==> src/rtl/pixel_event_arbiter.sv <==
// Per-channel strobe event detect, capture and FIFO, round-robin merged onto one valid/ready port.
// Define PIXEL_ARB_STATS_EN to build the per-channel 16-bit saturating accept/drop counters.

module pixel_event_lane #(
  parameter int X_W        = 10,
  parameter int Y_W        = 10,
  parameter int B_W        = 3,
  parameter int FIFO_DEPTH = 4,
  parameter int EDGE_MODE  = 1,
  localparam int D_W       = X_W + Y_W + B_W
) (
  input  logic           clk,
  input  logic           rst,
  input  logic [X_W-1:0] x_i,
  input  logic [Y_W-1:0] y_i,
  input  logic [B_W-1:0] b_i,
  input  logic           valid_i,
  input  logic           pop_i,
  output logic [D_W-1:0] head_o,
  output logic           nempty_o,
  output logic           ovf_o,
  output logic [15:0]    acc_o,
  output logic [15:0]    drop_o
);
  localparam int AW = $clog2(FIFO_DEPTH);
  localparam int LW = AW + 1;

  logic           s1_q, s2_q, ovf_q;
  logic [D_W-1:0] cap_q;
  logic [D_W-1:0] mem_q [FIFO_DEPTH];
  logic [AW-1:0]  wp_q, rp_q;
  logic [LW-1:0]  lvl_q, lvl_d;
  logic           evt, full, push_ok, drop;

  assign evt = (EDGE_MODE == 0) ? (s1_q & ~s2_q) :
               (EDGE_MODE == 2) ? s1_q : (s2_q & ~s1_q);
  assign full    = (lvl_q == LW'(FIFO_DEPTH));
  // A pop on the same edge frees a slot, so a push into a full FIFO still lands.
  assign push_ok = evt & (~full | pop_i);
  assign drop    = evt & full & ~pop_i;

  always_comb begin
    lvl_d = lvl_q;
    if (push_ok && !pop_i)      lvl_d = lvl_q + LW'(1);
    else if (!push_ok && pop_i) lvl_d = lvl_q - LW'(1);
  end

  always_ff @(posedge clk) begin
    if (rst) begin
      s1_q  <= 1'b0;
      s2_q  <= 1'b0;
      cap_q <= '0;
      wp_q  <= '0;
      rp_q  <= '0;
      lvl_q <= '0;
      ovf_q <= 1'b0;
    end else begin
      s1_q  <= valid_i;
      s2_q  <= s1_q;
      if (valid_i) cap_q <= {x_i, y_i, b_i};
      if (push_ok) wp_q <= wp_q + AW'(1);
      if (pop_i)   rp_q <= rp_q + AW'(1);
      lvl_q <= lvl_d;
      if (drop)    ovf_q <= 1'b1;
    end
  end

  always_ff @(posedge clk) begin
    if (push_ok) mem_q[wp_q] <= cap_q;
  end

  assign head_o   = mem_q[rp_q];
  assign nempty_o = (lvl_q != '0);
  assign ovf_o    = ovf_q;

`ifdef PIXEL_ARB_STATS_EN
  logic [15:0] acc_q, drop_q;
  always_ff @(posedge clk) begin
    if (rst) begin
      acc_q  <= '0;
      drop_q <= '0;
    end else begin
      if (push_ok && acc_q != 16'hFFFF) acc_q  <= acc_q + 16'd1;
      if (drop && drop_q != 16'hFFFF)   drop_q <= drop_q + 16'd1;
    end
  end
  assign acc_o  = acc_q;
  assign drop_o = drop_q;
`else
  assign acc_o  = '0;
  assign drop_o = '0;
`endif
endmodule

module pixel_event_arbiter #(
  parameter int NUM_CH     = 2,
  parameter int X_W        = 10,
  parameter int Y_W        = 10,
  parameter int B_W        = 3,
  parameter int FIFO_DEPTH = 4,
  parameter int EDGE_MODE  = 1,
  localparam int CH_W      = (NUM_CH > 1) ? $clog2(NUM_CH) : 1
) (
  input  logic                   clk,
  input  logic                   rst,
  input  logic [NUM_CH*X_W-1:0]  in_x,
  input  logic [NUM_CH*Y_W-1:0]  in_y,
  input  logic [NUM_CH*B_W-1:0]  in_bright,
  input  logic [NUM_CH-1:0]      in_valid,
  output logic [X_W-1:0]         out_x,
  output logic [Y_W-1:0]         out_y,
  output logic [B_W-1:0]         out_bright,
  output logic [CH_W-1:0]        out_ch,
  output logic                   out_valid,
  input  logic                   out_ready,
  output logic [NUM_CH-1:0]      overflow,
  output logic [NUM_CH*16-1:0]   stat_accept,
  output logic [NUM_CH*16-1:0]   stat_drop
);
  localparam int D_W = X_W + Y_W + B_W;

  logic [NUM_CH-1:0][D_W-1:0] head;
  logic [NUM_CH-1:0]          nempty, pop;
  logic [CH_W-1:0]            ptr_q, win, cand;
  logic                       found, load;
  logic [D_W-1:0]             out_q;
  logic [CH_W-1:0]            out_ch_q;
  logic                       out_valid_q;

  for (genvar c = 0; c < NUM_CH; c++) begin : g_lane
    pixel_event_lane #(
      .X_W(X_W), .Y_W(Y_W), .B_W(B_W), .FIFO_DEPTH(FIFO_DEPTH), .EDGE_MODE(EDGE_MODE)
    ) u_lane (
      .clk      (clk),
      .rst      (rst),
      .x_i      (in_x[c*X_W +: X_W]),
      .y_i      (in_y[c*Y_W +: Y_W]),
      .b_i      (in_bright[c*B_W +: B_W]),
      .valid_i  (in_valid[c]),
      .pop_i    (pop[c]),
      .head_o   (head[c]),
      .nempty_o (nempty[c]),
      .ovf_o    (overflow[c]),
      .acc_o    (stat_accept[c*16 +: 16]),
      .drop_o   (stat_drop[c*16 +: 16])
    );
    assign pop[c] = load && (win == CH_W'(c));
  end

  // Search begins one past the last grant and wraps; first non-empty FIFO wins.
  always_comb begin
    win   = ptr_q;
    cand  = '0;
    found = 1'b0;
    for (int i = 1; i <= NUM_CH; i++) begin
      cand = CH_W'((int'(ptr_q) + i) % NUM_CH);
      if (!found && nempty[cand]) begin
        found = 1'b1;
        win   = cand;
      end
    end
  end

  assign load = (~out_valid_q | out_ready) & found;

  always_ff @(posedge clk) begin
    if (rst) begin
      ptr_q       <= CH_W'(NUM_CH - 1);
      out_q       <= '0;
      out_ch_q    <= '0;
      out_valid_q <= 1'b0;
    end else if (load) begin
      ptr_q       <= win;
      out_q       <= head[win];
      out_ch_q    <= win;
      out_valid_q <= 1'b1;
    end else if (out_ready) begin
      out_valid_q <= 1'b0;
    end
  end

  assign out_x      = out_q[D_W-1 -: X_W];
  assign out_y      = out_q[B_W +: Y_W];
  assign out_bright = out_q[B_W-1:0];
  assign out_ch     = out_ch_q;
  assign out_valid  = out_valid_q;
endmodule

==> config.mk <==
export PLATFORM = sky130hd
export DESIGN_NAME = pixel_event_arbiter
export DESIGN_NICKNAME = d
export VERILOG_FILES = /design/src/rtl/pixel_event_arbiter.sv
export SDC_FILE = /design/constraint.sdc
export NUM_CORES = 1
export LEC_CHECK = 0
export ABC_AREA = 1
export CELL_PAD_IN_SITES_DETAIL_PLACEMENT = 1
export CELL_PAD_IN_SITES_GLOBAL_PLACEMENT = 1
export CORE_AREA = 5 5 178 180
export CTS_CLUSTER_DIAMETER = 40
export DETAILED_ROUTE_END_ITERATION = 6
export DIE_AREA = 0 0 183 185
export MAX_ROUTING_LAYER = met4
export PLACE_DENSITY = 0.86
export SLEW_MARGIN = 15
export SYNTH_ARGS = -nofsm -noshare
export SYNTH_HDL_FRONTEND = slang
export SYNTH_SLANG_ARGS = --single-unit
==> constraint.sdc <==
create_clock -name clk -period 2.7 [get_ports clk]
set_input_delay 0.675 -clock clk [delete_from_list [all_inputs] [get_ports clk]]
set_output_delay 0.675 -clock clk [all_outputs]
set_load 0.02 [all_outputs]
==> results of run 1 <==
[critical path, cell delays in order]
cell             delay, ns
clkdlybuf4s50_1       0.45
inv_1                 0.06
nand2_4               0.14
nand3_4               0.10
nand2_2               0.08
nand2_1               0.08
inv_1                 0.09
ha_1                  0.16
inv_1                 0.08
fa_1                  0.40
a21oi_1               0.19
o21ai_0               0.15
o21ai_0               0.17
a21oi_1               0.06
[power groups by stage]
stage | combinational, mW | clock (mW) | sequential (mW)
floorplan | 2.66 | 0 | 5.26
global placement | 3.63 | 0 | 5.22
detailed placement | 3.88 | 0 | 5.25
CTS | 4.08 | 4.80 | 5.17
global route | 4.51 | 5.01 | 5.21
finish | 4.13 | 4.74 | 5.18
[what timing repair did]
| action | CTS | global route |
|---|---|---|
| gates resized for setup | 0 | 1 |
| buffers inserted | 0 | 3 |
| hold endpoints to repair | 0 | 0 |
| endpoints found under the setup margin | 0 | 2 |
| hold buffers | 0 | 0 |
[state kept, by name, indices dropped and copies added (netlist names), 4 cells and up, named ones only]
signal	cells
g_lane.u_lane.cap_q	46
g_lane.u_lane.wp_q	4
g_lane.u_lane.lvl_q	6
g_lane.u_lane.rp_q	4
g_lane.u_lane.mem_q	184
out_q	23
[cell families (layout without fill, tap and decap cells)]
logic type,Yosys count,in the layout
xor+xnor,3,3
compound gates,181,181
other cells,1,64
simple gates,453,453
buf+inv,175,229
fa+ha+maj,12,12
flops,280,280
[worst max path at each step]
stage               slack, ns  cells after the start                      endpoint
global route             0.03                     14     g_lane[0].u_lane.lvl_q[2]
floorplan                0.08                      6  g_lane[1].u_lane.mem_q[1][0]
detailed placement      -0.26                     14     g_lane[0].u_lane.lvl_q[2]
global placement        -0.14                     14     g_lane[0].u_lane.lvl_q[2]
finish                   0.21                     14     g_lane[1].u_lane.lvl_q[2]
CTS                      0.17                     14     g_lane[0].u_lane.lvl_q[2]
[area by class of cell]
cell class / count / area (sq um)
Clock inverter: 18 / 230
Tap cell: 396 / 495
Clock buffer: 43 / 948
Fill cell: 3252 / 16300
Timing Repair Buffer: 112 / 1120
Sequential cell: 280 / 7450
Inverter: 56 / 210
Multi-Input combinational cell: 713 / 3250
[Yosys cell counts, drive strengths merged]
library cell | instances | area share (%)
dfxtp | 96 | 17
a21oi | 47 | 2.1
nand3 | 47 | 2.2
o21ai | 119 | 5.2
o211ai | 1 | 0.066
buf | 98 | 6.1
xor2 | 3 | 0.23
a31oi | 2 | 0.11
ha | 10 | 1.1
edfxtp | 184 | 48
nor2 | 221 | 7.5
inv | 56 | 1.8
nand2 | 183 | 6.5
fa | 2 | 0.35
conb | 1 | 0.033
o22ai | 12 | 0.66
nor3 | 2 | 0.088
clkbuf | 21 | 0.70
[layer usage]
| layer | GRT usage, % | wire (um) | vias up |
|---|---|---|---|
| met1 | 21.1 | 12300 | 4020 |
| met5 | - | 0 | - |
| li1 | - | - | 3743 |
| met2 | 34.6 | 17000 | 243 |
| met3 | 3.36 | 1480 | 100 |
| met4 | 8.05 | 1340 | 0 |
[stage by stage]
stage	cell area, sq um	utilization, %	hold slack, ns
after floorplan	11700	-	0.410
after global placement	12500	41.6	0.419
after detailed placement	12500	41.6	0.431
after CTS	13700	45.5	0.459
after global routing	13700	45.6	0.477
final	13700	45.6	0.456
==> flow_metrics.tcl, run 1 <==
set metrics [dict create \
    vias 8106 \
    rsz0062_at_grt "no" \
    area_delta_synth_final_pct 20.0 \
    relSlewSlack_pct 52.4 \
    cp-startpoint "out_ready" \
    cts_sinks 280 \
    p_int_mw 9.16 \
    antenna-diode-count 0 \
    synth_top_family_by_area "simple AND/OR/NAND/NOR gates" \
    worst_ir_drop_vdd_mv 0.494 \
    status "finished, final reports clean" \
    timing.rr.end "g_lane[1].u_lane.lvl_q[2]" \
    setup_viol 0 \
    required_ns 3.08 \
    end_kind "flip-flop" \
    holdPathEnd "g_lane[1].u_lane.s2_q" \
    crit_type "in2reg" \
    ant_nets 0 \
    cellPowerDensity_mw_per_mm2 1030 \
    synth.cell_area_sq_mm 0.0114 \
    synthCells 1105 \
    grt_pass1_wl_um 49900 \
    cts_made_buffers 34 \
    die_y_um 185 \
    most-common-layout-cells "208 x nor2_1, 184 x edfxtp_1, 174 x nand2_1" \
    wl_per_cell_um 19.9 \
    grt_usage_pct 19.3 \
    synth_warnings 0 \
    grt_pass1_vias 8939 \
    fin_crit_ns 2.49 \
    antenna_found_initial 0 \
    die_area_sq_mm 0.0339 \
    synth_compound_area_share_pct 8.11 \
    dp_cells 1554 \
    clkPwrFrac_pct 33.7 \
    p_total_mw 14.0 \
    place_ws_ns -0.259 \
    p_comb_share_pct 29.4 \
    tns_ns 0 \
    fin_crit_sh_pct 92.4 \
    drtIter0Drc 545 \
    drive_gt1_share_pct 9.66 \
    ys_ff_latch 280 \
    synth_simple_gate_area_share_pct 16.3 \
    switchingPower_mw 4.89 \
    min_path_cells 2 \
    synth-xor-area-share_pct 0.230 \
    slew_viol_final 0 \
    core_sq_mm 0.0300 \
    portBuffers 77 \
    regToRegSetupSlack_ns 0.23 \
    avgViaCountPerCell 5.01 \
    synth_fa_ha_area_share_pct 1.45 \
    h-tree-depth 2 \
    overflow 0 \
    die-width_um 183 \
    swShare_pct 34.8 \
    grt_max_degree 53 \
    drtPass1Iterations 5 \
    cts_tree "done" \
    clk_path_buf_depth 3 \
    dp_hpwl_um 20100 \
    syn_avg_cell_area_sq_um 10.3 \
    routed_wl_um 32100 \
    leakage_nw 5.34 \
    max_freq_mhz 401 \
    final_common_cell "nor2_1" \
    fin_ws_ns 0.205 \
    synthMuxAreaShare_pct 0 \
    drc 0 \
    layout.nets 1260 \
    rows 64 \
    cp-start-kind "input pin" \
    hold_path_class "reg2reg" \
    cp.arrival_ns 2.88 \
    start_util_pct 38.0 \
    ys_seq_area_share_pct 65.2 \
    root_buffer "clkbuf_16" \
    clk_pin_slew_ns 0.07 \
    place.gp.congestion 0.791 \
    min-delay-start "g_lane[1].u_lane.s1_q" \
    finalHoldViolations 0 \
    worstMarginPinSlew_ns 0.713 \
    r2r_cells 15 \
    fin_worst_skew_ns 0.0240 \
    clock_latency_ns 0.51 \
    pwr-share-seq_pct 36.9 \
    cp_max_fo 4 \
    maxCapViolations 0 \
    worstReg2RegStart "g_lane[1].u_lane.lvl_q[0]" \
    pin_count 142 \
    synthDistinctLibCells 31 \
    fin_cells 1618 \
]
Note: power is estimated with default switching activity, not from simulation.
==> inputs of run 2 (changes only) <==
--- a/config.mk
+++ b/config.mk
@@ -8,12 +8,12 @@
 export ABC_AREA = 1
 export CELL_PAD_IN_SITES_DETAIL_PLACEMENT = 1
 export CELL_PAD_IN_SITES_GLOBAL_PLACEMENT = 1
-export CORE_AREA = 5 5 178 180
+export CORE_AREA = 10 10 183 185
 export CTS_CLUSTER_DIAMETER = 40
 export DETAILED_ROUTE_END_ITERATION = 6
-export DIE_AREA = 0 0 183 185
+export DIE_AREA = 0 0 193 195
 export MAX_ROUTING_LAYER = met4
-export PLACE_DENSITY = 0.86
+export PLACE_DENSITY = 0.82
 export SLEW_MARGIN = 15
 export SYNTH_ARGS = -nofsm -noshare
 export SYNTH_HDL_FRONTEND = slang
==> flow_metrics.tcl, run 2 (synthesis results as in run 1) <==
set metrics [dict create \
    root_buffer "clkbuf_16" \
    max_freq_mhz 404 \
    max_stage_delay_ns 0.45 \
    grt_pass1_wl_um 47600 \
    slew_viol_final 0 \
    layout.nets 1260 \
    grt_usage_pct 16.5 \
    worstMarginPinSlew_ns 0.732 \
    crit_chain "clkdlybuf4s50_1 -> inv_1 -> nand2_4 -> nand3_2 -> nand2_2 -> nand2_1 -> inv_1 -> ha_1 -> inv_1 -> fa_1 -> a21oi_1 -> o21ai_0 -> o21ai_0 -> a21oi_1" \
    routed_wl_um 31000 \
    overflow 0 \
    timing.rr.end "g_lane[0].u_lane.lvl_q[2]" \
    cellPowerDensity_mw_per_mm2 1010 \
    setup_viol 0 \
    min-delay-start "out_q[7]" \
    cp-startpoint "out_ready" \
    drtIter0Drc 488 \
    fin_crit_ns 2.48 \
    maxCapViolations 0 \
    p_int_mw 9.01 \
    vias 7862 \
    clock_latency_ns 0.51 \
    area_delta_synth_final_pct 20.0 \
    pin_count 142 \
    ant_nets 0 \
    rsz0062_at_grt "no" \
    relSlewSlack_pct 51.1 \
    rows 64 \
    cp.arrival_ns 2.86 \
    worst_ir_drop_vdd_mv 0.429 \
    swShare_pct 34.8 \
    cts_sinks 280 \
    die_y_um 195 \
    largest_registers "g_lane.u_lane.mem_q (184), g_lane.u_lane.cap_q (46), out_q (23)" \
    core_sq_mm 0.0300 \
    avgViaCountPerCell 4.86 \
    cp_slowest_cell "clkdlybuf4s50_1" \
    status "finished, final reports clean" \
    r2r_cells 13 \
    leakage_nw 5.34 \
    p_comb_share_pct 28.3 \
    finalHoldViolations 0 \
    clkPwrFrac_pct 34.3 \
    die-width_um 193 \
    regToRegSetupSlack_ns 0.28 \
    place.gp.congestion 0.745 \
    fin_cells 1619 \
    clk_path_buf_depth 3 \
    worstReg2RegStart "g_lane[1].u_lane.lvl_q[0]" \
    h-tree-depth 2 \
    drtPass1Iterations 4 \
    switchingPower_mw 4.81 \
    fin_worst_skew_ns 0.0187 \
    final_common_cell "nor2_1" \
    antenna_found_initial 0 \
    p_total_mw 13.8 \
    clk_pin_slew_ns 0.06 \
    grt_max_degree 61 \
    fin_crit_sh_pct 91.7 \
    end_kind "flip-flop" \
    wl_per_cell_um 19.2 \
    start_util_pct 38.0 \
    cts_made_buffers 36 \
    portBuffers 77 \
    dp_cells 1553 \
    cp_max_fo 4 \
    dp_hpwl_um 20000 \
    antenna-diode-count 0 \
    critical_path.most_common_cell "inv_1" \
    pwr-share-seq_pct 37.4 \
    drc 0 \
    die_area_sq_mm 0.0376 \
    most-common-layout-cells "208 x nor2_1, 184 x edfxtp_1, 174 x nand2_1" \
    endpoint "g_lane[0].u_lane.lvl_q[2]" \
    cts-hold-fix-buffers 0 \
    required_ns 3.08 \
    grt_pass1_vias 8718 \
    crit_type "in2reg" \
    largest_reg_flops 184 \
    drive_gt1_share_pct 9.98 \
    cp-start-kind "input pin" \
    top_register "g_lane.u_lane.mem_q" \
    hold_path_class "reg2reg" \
    cts_tree "done" \
]
[run 2: worst max-delay path, delay by kind of cell]
kind | cells | cell delay [ns]
AO/OA/AOI/OAI | 4 | 0.60
adder cells (fa/ha/maj) | 2 | 0.53
buffers and inverters | 4 | 0.65
AND/OR/NAND/NOR | 4 | 0.41
[run 2: area by class of cell]
type | count | area [sq um]
Fill cell | 3268 | 16300
Sequential cell | 280 | 7450
Multi-Input combinational cell | 713 | 3250
Timing Repair Buffer | 110 | 1110
Clock buffer | 43 | 958
Tap cell | 396 | 495
Clock inverter | 21 | 234
Inverter | 56 | 210
[run 2: metrics by stage]
stage                     utilization (%)  area (sq um)  hold slack, ns  worst slack [ns]  TNS [ns]
after global routing                 45.6         13700           0.491            0.0323         0
after CTS                            45.6         13700           0.461             0.108         0
final                                45.6         13700           0.476             0.224         0
after floorplan                         -         11700           0.410            0.0844         0
after detailed placement             41.6         12500           0.456            -0.292    -0.522
after global placement               41.6         12500           0.423            -0.131    -0.244
[run 2: worst min path at each step]
| stage | slack (ns) | depth (start not counted) | to |
|---|---|---|---|
| after CTS | 0.46 | 2 | g_lane[0].u_lane.s2_q |
| after floorplan | 0.41 | 2 | g_lane[0].u_lane.s2_q |
| final | 0.48 | 2 | out_q[7] |
| after global placement | 0.42 | 2 | g_lane[0].u_lane.s2_q |
| after detailed placement | 0.46 | 2 | g_lane[0].u_lane.s2_q |
| after global routing | 0.49 | 2 | g_lane[1].u_lane.s2_q |
[run 2: power by group through the flow]
stage,Combinational [mW],Clock [mW],Sequential [mW]
final,3.91,4.74,5.17
after global routing,4.33,4.98,5.21
after global placement,3.62,0,5.22
after floorplan,2.66,0,5.26
after CTS,3.88,4.81,5.17
after detailed placement,3.79,0,5.25
[run 2: what timing repair did]
action	in CTS	in global routing
hold endpoints to repair	0	0
gates resized for setup	0	2
setup buffers	0	2
setup endpoints to repair	0	1
[run 2: routing by layer]
metal | share of wire [%] | global-route usage [%] | wire length, um | vias up
met2 | 52 | 29.2 | 16100 | 179
li1 | - | - | - | 3741
met5 | 0 | - | 0 | -
met4 | 3.1 | 6.10 | 969 | 0
met1 | 40 | 18.1 | 12300 | 3874
met3 | 5.1 | 2.92 | 1590 | 68
